`config.mk`:
```
export PLATFORM = sky130hd
export DESIGN_NAME = wb_leds_sequencer
export DESIGN_NICKNAME = d
export VERILOG_FILES = /design/src/rtl/wb_leds_sequencer.sv
export SDC_FILE = /design/constraint.sdc
export NUM_CORES = 1
export LEC_CHECK = 0
export ABC_AREA = 1
export CORE_UTILIZATION = 45
export CTS_CLUSTER_SIZE = 8
export DETAILED_ROUTE_END_ITERATION = 7
export GPL_ROUTABILITY_DRIVEN = 0
export HOLD_SLACK_MARGIN = 0.02
export PLACE_DENSITY = 0.79
export SLEW_MARGIN = 5
export SYNTH_ARGS = -nofsm -noshare
export SYNTH_HDL_FRONTEND = slang
export SYNTH_SLANG_ARGS = --single-unit
```
`constraint.sdc`:
```
create_clock -name clk_i -period 1.6 [get_ports clk_i]
set_input_delay 0.48 -clock clk_i [delete_from_list [all_inputs] [get_ports clk_i]]
set_output_delay 0.48 -clock clk_i [all_outputs]
set_load 0.02 [all_outputs]
```
`src/rtl/wb_leds_sequencer.sv`:
```
// ---------------------------------------------------------------------------
// wb_leds_sequencer
//
// Autonomous Wishbone master that periodically writes an LED pattern
// (off, chaser, ping-pong or blink) to a single LED register at LED_ADDR.
// Every TICK_DIV cycles one write is issued. The block handles ack, err,
// rty (with bounded reissue) and a response timeout, and keeps a sticky
// error flag for the system.
//
// Optional build macro: WB_LEDS_SEQUENCER_STATS_EN
//    When defined, adds saturating 16-bit counters of successful writes
//    (wr_cnt_o) and failed writes (fail_cnt_o), both cleared by err_clr_i.
//
// Ports:
//    clk_i        system clock
//    rst_n_i      asynchronous active-low reset
//    en_i         sequencer enable
//    mode_i       0 off, 1 chaser, 2 ping-pong, 3 blink
//    err_clr_i    clears err_o (and the stats counters when present)
//    m_adr_o      Wishbone address (LED_ADDR while strobing, else 0)
//    m_dat_o      Wishbone write data (zero-extended pattern)
//    m_sel_o      byte select (4'hF while strobing, else 0)
//    m_we_o       write enable (1 while strobing, else 0)
//    m_cyc_o      bus cycle
//    m_stb_o      strobe
//    m_ack_i      acknowledge
//    m_err_i      bus error
//    m_rty_i      retry
//    busy_o       transaction in flight (request or retry gap)
//    err_o        sticky error: bus error, timeout or retry exhaustion
//    pattern_o    last successfully written pattern
//    wr_cnt_o     (stats build only) successful write count
//    fail_cnt_o   (stats build only) failed write count
// ---------------------------------------------------------------------------
module wb_leds_sequencer #(
   parameter int          NUM_LEDS  = 8,
   parameter int          TICK_DIV  = 25000000,
   parameter logic [31:0] LED_ADDR  = 32'h0000_0000,
   parameter int          TIMEOUT   = 16,
   parameter int          RETRY_MAX = 3
) (
   input  logic                clk_i,
   input  logic                rst_n_i,
   input  logic                en_i,
   input  logic [1:0]          mode_i,
   input  logic                err_clr_i,
   output logic [31:0]         m_adr_o,
   output logic [31:0]         m_dat_o,
   output logic [3:0]          m_sel_o,
   output logic                m_we_o,
   output logic                m_cyc_o,
   output logic                m_stb_o,
   input  logic                m_ack_i,
   input  logic                m_err_i,
   input  logic                m_rty_i,
   output logic                busy_o,
   output logic                err_o,
   output logic [NUM_LEDS-1:0] pattern_o
`ifdef WB_LEDS_SEQUENCER_STATS_EN
   ,
   output logic [15:0]         wr_cnt_o,
   output logic [15:0]         fail_cnt_o
`endif
);

   localparam int TICK_W = $clog2(TICK_DIV);
   localparam int TMO_W  = (TIMEOUT < 2) ? 1 : $clog2(TIMEOUT);
   localparam int RTY_W  = (RETRY_MAX < 1) ? 1 : $clog2(RETRY_MAX + 1);

   typedef enum logic [1:0] {
      S_IDLE,
      S_WAIT,
      S_REQ,
      S_GAP
   } state_t;

   state_t              state_q;
   logic [NUM_LEDS-1:0] pat_q;
   logic [NUM_LEDS-1:0] led_q;
   logic                dir_q;
   logic [1:0]          mode_q;
   logic                cyc_q;
   logic                stb_q;
   logic                err_q;
   logic [TICK_W-1:0]   cnt_q;
   logic [TICK_W-1:0]   cnt_d;
   logic [TMO_W-1:0]    tmo_q;
   logic [RTY_W-1:0]    rty_q;

   logic                tick;
   logic [NUM_LEDS-1:0] pat_init;
   logic [NUM_LEDS-1:0] pat_adv;
   logic                dir_adv;
   logic                in_req;
   logic                rsp_err;
   logic                rsp_rty;
   logic                rsp_ack;
   logic                tmo_hit;
   logic                rty_out;
   logic                fail;
   logic [31:0]         dat_ext;

   // Free-running step divider. It is held at zero while disabled so the
   // first tick lands a full period after enable, and it keeps running
   // regardless of the FSM so ticks that arrive mid-transaction are lost.
   always_comb begin
      cnt_d = cnt_q + TICK_W'(1);
      if (!en_i || (cnt_q == TICK_W'(TICK_DIV - 1))) begin
         cnt_d = '0;
      end
   end

   assign tick = en_i && (cnt_q == TICK_W'(TICK_DIV - 1));

   always_ff @(posedge clk_i or negedge rst_n_i) begin
      if (!rst_n_i) begin
         cnt_q <= '0;
      end else begin
         cnt_q <= cnt_d;
      end
   end

   // Starting pattern for the requested mode, loaded on enable and on a
   // mode change seen while waiting for the next step.
   always_comb begin
      pat_init = '0;
      case (mode_i)
         2'd1, 2'd2: pat_init[0] = 1'b1;
         2'd3:       pat_init = '1;
         default:    pat_init = '0;
      endcase
   end

   // Next pattern after a successful write. dir_q = 1 means the ping-pong
   // dot is travelling toward the MSB; it bounces at either end. The
   // rotate is written as two shifts so a single-LED build needs no
   // special case.
   always_comb begin
      pat_adv = pat_q;
      dir_adv = dir_q;
      case (mode_q)
         2'd0: pat_adv = '0;
         2'd1: pat_adv = (pat_q << 1) | (pat_q >> (NUM_LEDS - 1));
         2'd2: begin
            if (NUM_LEDS > 1) begin
               if (dir_q) begin
                  if (pat_q[NUM_LEDS-1]) begin
                     pat_adv = pat_q >> 1;
                     dir_adv = 1'b0;
                  end else begin
                     pat_adv = pat_q << 1;
                  end
               end else begin
                  if (pat_q[0]) begin
                     pat_adv = pat_q << 1;
                     dir_adv = 1'b1;
                  end else begin
                     pat_adv = pat_q >> 1;
                  end
               end
            end
         end
         default: pat_adv = ~pat_q;
      endcase
   end

   // Response decoding with priority err > rty > ack. A timeout only
   // counts in a cycle with no response at all; the retry that exceeds
   // the budget is folded into the failure path.
   always_comb begin
      in_req  = (state_q == S_REQ);
      rsp_err = in_req && m_err_i;
      rsp_rty = in_req && !m_err_i && m_rty_i;
      rsp_ack = in_req && !m_err_i && !m_rty_i && m_ack_i;
      tmo_hit = in_req && !m_err_i && !m_rty_i && !m_ack_i &&
                (tmo_q == TMO_W'(TIMEOUT - 1));
      rty_out = rsp_rty && (rty_q == RTY_W'(RETRY_MAX));
      fail    = rsp_err || rty_out || tmo_hit;
   end

   // Main sequencer FSM. cyc/stb are registered and raised on the edge
   // that sees the tick. After any completion the FSM returns to WAIT,
   // which falls back to IDLE on its own if the enable was dropped
   // during the transaction.
   always_ff @(posedge clk_i or negedge rst_n_i) begin
      if (!rst_n_i) begin
         state_q <= S_IDLE;
         pat_q   <= '0;
         led_q   <= '0;
         dir_q   <= 1'b1;
         mode_q  <= 2'd0;
         cyc_q   <= 1'b0;
         stb_q   <= 1'b0;
         err_q   <= 1'b0;
         tmo_q   <= '0;
         rty_q   <= '0;
      end else begin
         err_q <= fail || (err_q && !err_clr_i);
         case (state_q)
            S_IDLE: begin
               if (en_i) begin
                  pat_q   <= pat_init;
                  dir_q   <= 1'b1;
                  mode_q  <= mode_i;
                  state_q <= S_WAIT;
               end
            end
            S_WAIT: begin
               if (!en_i) begin
                  state_q <= S_IDLE;
               end else begin
                  if (mode_i != mode_q) begin
                     pat_q  <= pat_init;
                     dir_q  <= 1'b1;
                     mode_q <= mode_i;
                  end
                  if (tick) begin
                     cyc_q   <= 1'b1;
                     stb_q   <= 1'b1;
                     tmo_q   <= '0;
                     rty_q   <= '0;
                     state_q <= S_REQ;
                  end
               end
            end
            S_REQ: begin
               if (fail) begin
                  cyc_q   <= 1'b0;
                  stb_q   <= 1'b0;
                  state_q <= S_WAIT;
               end else if (rsp_rty) begin
                  cyc_q   <= 1'b0;
                  stb_q   <= 1'b0;
                  rty_q   <= rty_q + RTY_W'(1);
                  state_q <= S_GAP;
               end else if (rsp_ack) begin
                  led_q   <= pat_q;
                  pat_q   <= pat_adv;
                  dir_q   <= dir_adv;
                  cyc_q   <= 1'b0;
                  stb_q   <= 1'b0;
                  state_q <= S_WAIT;
               end else begin
                  tmo_q <= tmo_q + TMO_W'(1);
               end
            end
            default: begin
               cyc_q   <= 1'b1;
               stb_q   <= 1'b1;
               tmo_q   <= '0;
               state_q <= S_REQ;
            end
         endcase
      end
   end

   // Bus fields are only meaningful while strobing and read as zero
   // otherwise.
   always_comb begin
      dat_ext                 = '0;
      dat_ext[NUM_LEDS-1:0]   = pat_q;
   end

   assign m_cyc_o   = cyc_q;
   assign m_stb_o   = stb_q;
   assign m_adr_o   = stb_q ? LED_ADDR : 32'h0;
   assign m_dat_o   = stb_q ? dat_ext : 32'h0;
   assign m_sel_o   = stb_q ? 4'hF : 4'h0;
   assign m_we_o    = stb_q;
   assign busy_o    = (state_q == S_REQ) || (state_q == S_GAP);
   assign err_o     = err_q;
   assign pattern_o = led_q;

`ifdef WB_LEDS_SEQUENCER_STATS_EN
   logic [15:0] wr_cnt_q;
   logic [15:0] fail_cnt_q;

   // Saturating write/failure statistics; a clear request takes
   // precedence over a same-cycle increment.
   always_ff @(posedge clk_i or negedge rst_n_i) begin
      if (!rst_n_i) begin
         wr_cnt_q   <= '0;
         fail_cnt_q <= '0;
      end else if (err_clr_i) begin
         wr_cnt_q   <= '0;
         fail_cnt_q <= '0;
      end else begin
         if (rsp_ack && (wr_cnt_q != 16'hFFFF)) begin
            wr_cnt_q <= wr_cnt_q + 16'd1;
         end
         if (fail && (fail_cnt_q != 16'hFFFF)) begin
            fail_cnt_q <= fail_cnt_q + 16'd1;
         end
      end
   end

   assign wr_cnt_o   = wr_cnt_q;
   assign fail_cnt_o = fail_cnt_q;
`endif

endmodule

```
# == After elaboration in Yosys (flattened, before gate mapping) ==
# Cells that the tools add are included.
# Widths: inputs -> output; s select.
# word_totals
regBits,54
in_bits,9
output_inout_bits,81
elab_cells,131
# op_classes
add_sub_neg,3
eq_ne,24
muxes,55
n_bitwise,5
n_reduce_logical,34
# op_table
op,n
$mux 8,10
$pmux 8 s3,2
$mux 2,13
$add 25x1->25 const B,1
$eq 25x25->1 const B,1
$mux 25,1
$mux 4,6
$mux 1,16
$ne 2x2->1 const B,7
$eq 2x2->1 const B,6
$pmux 4 s3,1
$reduce_and 4->1,3
$logic_and 1x1->1,10
$not 8->8,1
$or 8x1->8,1
$pmux 2 s2,2
$reduce_and 8->1,1
$mux 7,1
$reduce_and 7->1,1
$eq 2x1->1 const B,3
$ne 2x1->1 const B,3
$pmux 1 s3,2
$pmux 2 s3,1
$reduce_and 6->1,1
other kinds (15),27

# == Depth between registers and ports, before layout ==
# depth
word_depth,8
ltp_mapped,11
mapped_depth_nobuf,11

# == Worst setup path before layout ==
# OpenSTA, ideal clock, no wires.
# synth_timing
path_type,register to register
start,reg cnt_q[0]
end,reg cnt_q[9]
setup_time_ns,0.126
t_arrival_ns,1.391
required_time_ns,1.474
setup_slack_ns,0.083
stages_incl_launch_ff,12
path_buffers,1
period_less_slack_ns,1.517
cell_sequence,dfrtp_1 -> ha_1 -> nand2_1 -> nor2_2 -> nand2_1 -> nor2_1 -> nand2_1 -> nand2_2 -> inv_2 -> buf_4 -> o21ai_0 -> a21oi_1
# synth_between
elab_chain_len,3
word_cells_on_any_way,4
cone_classes,add/sub: 1; eq/ne: 1; mux: 1; reduce/logical: 1
# synth_lines
element,line_no,source
from (decl),85,logic [TICK_W-1:0] cnt_q;
from (signal assigned),119,cnt_q <= cnt_d;
branches (longest 2 deep; another with $add 25x1->25),--,
$mux 25 (*),108,if (!en_i || (cnt_q == TICK_W'(TICK_DIV - 1))) begin
via cnt_d[9],86,logic [TICK_W-1:0] cnt_d;
# Mark *: on every way through the listed nets, which the timed path passes.
# A chain may end at the register's enable or synchronous reset.

==> metrics.md <==
| Metric | Value |
|---|---|
| Status | finished, violations left |
| Failing checks | negative setup slack |
| Seq/Total Area, Yosys | 36.6% |
| Worst Path Required | 1.12 ns |
| Crit share post-route | 102% |
| Fraction of layout cells with a size suffix above 1 | around 22% |
| Initial antenna violation count | 0 |
| Worst hold slack | between 0.1 and 0.15 ns |
| Clock root cell | clkbuf_8 |
| Cell mode on critical path | buf_6 |
| CP Launch Point | m_stb_o$_DFFE_PN0P_ |
| Overall power | 0.00654 W |
| PortBufs | 33 |
| Minimum clock period after layout | between 1.5 and 2 ns |
| First-pass GRT wire length | 14200 um |
| Area added between synthesis and finish | 22.4% |
| Post-Synthesis Mean Instance Area | between 7 and 8 um^2 |
| Util after Layout | 57.6% |
| GRT Overall Usage | roughly a fifth |
| Detailed Route Iter0 Violations | 445 |
| Final wirelength | 8790 um |
| Largest net degree at the start of global routing | 55 |
| Max-capacitance violation count | 0 |
| Vias in the first global route | 3176 |
| Routed len/inst | 12.7 um |
| RSZ-0062 raised after global routing | yes |
| PD cells | 1450 mW/mm^2 |
| Async S/R FF share, synth | 100% |
| Die Wd | 92.6 um |
| Reg-to-reg slack, setup | 0 ns |
| Worst-Skew Late Latency | 0.32 ns |
| Residual DRC count | 0 |
| Antenna Cells | 0 |
| Clock sink count | 54 |
| Placed insts | 673 |
| CTS Hold Bufs | 0 |
| Kind of critical path | flop to output pin |
| Crit start category | flop |
| # IOs | 90 |
| Critical-path top delay cell | dfrtp_2 |
| Final setup vio count | 8 |
| Final #Nets | ~600 |
| Via count | between 3000 and 4000 |
| Core area | a little under 0.008 mm^2 |
| CTS tree | yes |
| Synth Register Bits | 54 |
| Most frequent cells in the layout | 132 x nand2_1, 59 x nor2_1, 56 x conb_1, 51 x dfrtp_1, 46 x inv_1 |
| Synth Instances | 521 |
| Most common cell after layout, fill and taps aside | nand2_1 |
| Clock Tree Buf Depth | 2 |
| Crit Reg-Reg Startpoint | cnt_q[0]$_DFF_PN0_ |
| Top delay family on crit path | flip-flops |
| Post-DP HPWL | between 6000 and 7000 um |
| Yosys top cell area share | 35.9% |
| Clk_skew | roughly 0.010 ns |
| Final hold violation count | 0 |
| CTS Buf Count | 5 |
| Num rows | 32 |
| Leakage power | roughly 2.3 nW |
| Final worst slack | -0.0290 ns |
| Largest cells by area after synthesis | dfrtp_1 36%, nand2_1 15%, buf_4 13% |
| Post-Layout Cell Count | 692 |
| Antenna-violating nets left | 0 |
| Die Area | 0.00857 mm^2 |
| Yosys cell types | 38 |
| Data arrival, critical path | 1.15 ns |
| Hold WC Path Type | input pin to async pin |
| Synth Warn # | 0 |
| H-tree levels | 2 |
| Fill cell count | 678 |
| Die Span Y | 92.6 um |
| Fmax | about 610 MHz |
| Synth Flop Type | dfrtp_1 |
| Via density | 5.06 |
| Worst-path clk slew | 0.10 ns |
| Critical Path End Type | output pin |
| Syn Std Cell Area | ~0.0037 mm^2 |
| Initial Utilization | 47.1% |
| EDFF count, synth | 0 |
| Crit path buf inv count | 3 |
| Post-placement setup slack | -0.336 ns |
| Max VDD drop | 0.771 mV |
| Crit-path cells | buf_6, buf_8, buf_6 |
| Pre-antenna DRT Iters | 7 |
| Post-synth top area cell | dfrtp_1 |
| Largest stage delay, worst path | 0.43 ns |
| Global route total overflow | 0 |
| Pins over their slew limit | 0 |
| CP Max Fanout | 8 |
-- kinds of logic (layout without fill, tap and decap cells) --
| logic type | after synthesis | after routing | synth area share [%] |
|---|---|---|---|
| adder cells (fa/ha/maj) | 3 | 3 | 1.02 |
| flip-flops | 54 | 54 | 36.6 |
| AO/OA/AOI/OAI | 55 | 55 | 8.27 |
| AND/OR/NAND/NOR | 272 | 273 | 32.3 |
| buffers and inverters | 129 | 142 | 20.0 |
| XOR/XNOR | 7 | 7 | 1.66 |
| other | 1 | 56 | 0.102 |
-- state kept, by name, summed over array words and instances, names as in the netlist --
| register | flops |
|---|---|
| mode_q | 2 |
| cnt_q | 25 |
| rty_q | 2 |
| pattern_o | 8 |
| state_q | 2 |
| m_stb_o | 1 |
| tmo_q | 4 |
| pat_q | 8 |
| err_o | 1 |
| dir_q | 1 |
-- per-layer routing --
| layer | vias up | GRT usage (%) | share of wire, % |
|---|---|---|---|
| li1 | 1663 | - | - |
| met1 | 1618 | 26.7 | 42 |
| met2 | 198 | 33.8 | 49 |
| met4 | 0 | 8.98 | 2.2 |
| met3 | 25 | 2.87 | 7.3 |
| met5 | - | 0 | 0 |
-- worst paths after layout --
kind / to / depth (start not counted)
worst max-delay path: m_cyc_o / 3
worst min-delay path: cnt_q[15]$_DFF_PN0_ / 2
worst max register to register: cnt_q[17]$_DFF_PN0_ / 10
worst min register to register: pattern_o[1]$_DFFE_PN0P_ / 2
max in group asynchronous: dir_q$_DFFE_PN1P_ / 2
min in group clk_i: pattern_o[1]$_DFFE_PN0P_ / 2
-- synth_stat cells, drive strengths merged, types with 2 or more instances --
cell    instances
nand2         153
nor2           70
buf            67
inv            60
dfrtp          53
o21ai          29
nand3          20
nand4          17
a21oi          15
nor3           11
a31oi           4
xnor2           4
ha              3
xor2            3
a211oi          2
o22ai           2
-- per-stage QoR --
step	instance area [um^2]	TNS [ns]
after global placement	4090	-8.58
final	4520	-0.205
after floorplan	3900	0
after global routing	4520	-2.03
after detailed placement	4090	-11.32
after CTS	4230	-0.283
-- cell type report --
class	instances	area, um^2	share of cell area [%]
Clock buffer	5	68.8	1.52
Clock inverter	3	40.0	0.886
Inverter	60	230	5.10
Multi-Input combinational cell	394	2000	44.2
Sequential cell	54	1360	30.0
Tap cell	102	128	2.82
Timing Repair Buffer	74	699	15.5
-- what timing repair did --
action / CTS / global route
endpoints found under the setup margin: 36 / 66
pin swaps: 8 / 6
buffers inserted: 3 / 6
gates cloned: 1 / 1
resized for setup: 97 / 74
hold endpoints to repair: 0 / 0
-- report_power, final --
group	leakage (nW)	total, W	switching [W]	internal [W]
logic	1.49	0.00370	0.00223	0.00147
registers	0.720	0.00190	0.000231	0.00167
clock network	0.0579	0.000933	0.000472	0.000462
total	2.27	0.00654	0.00293	0.00360
(Power assumes the default switching activity.)
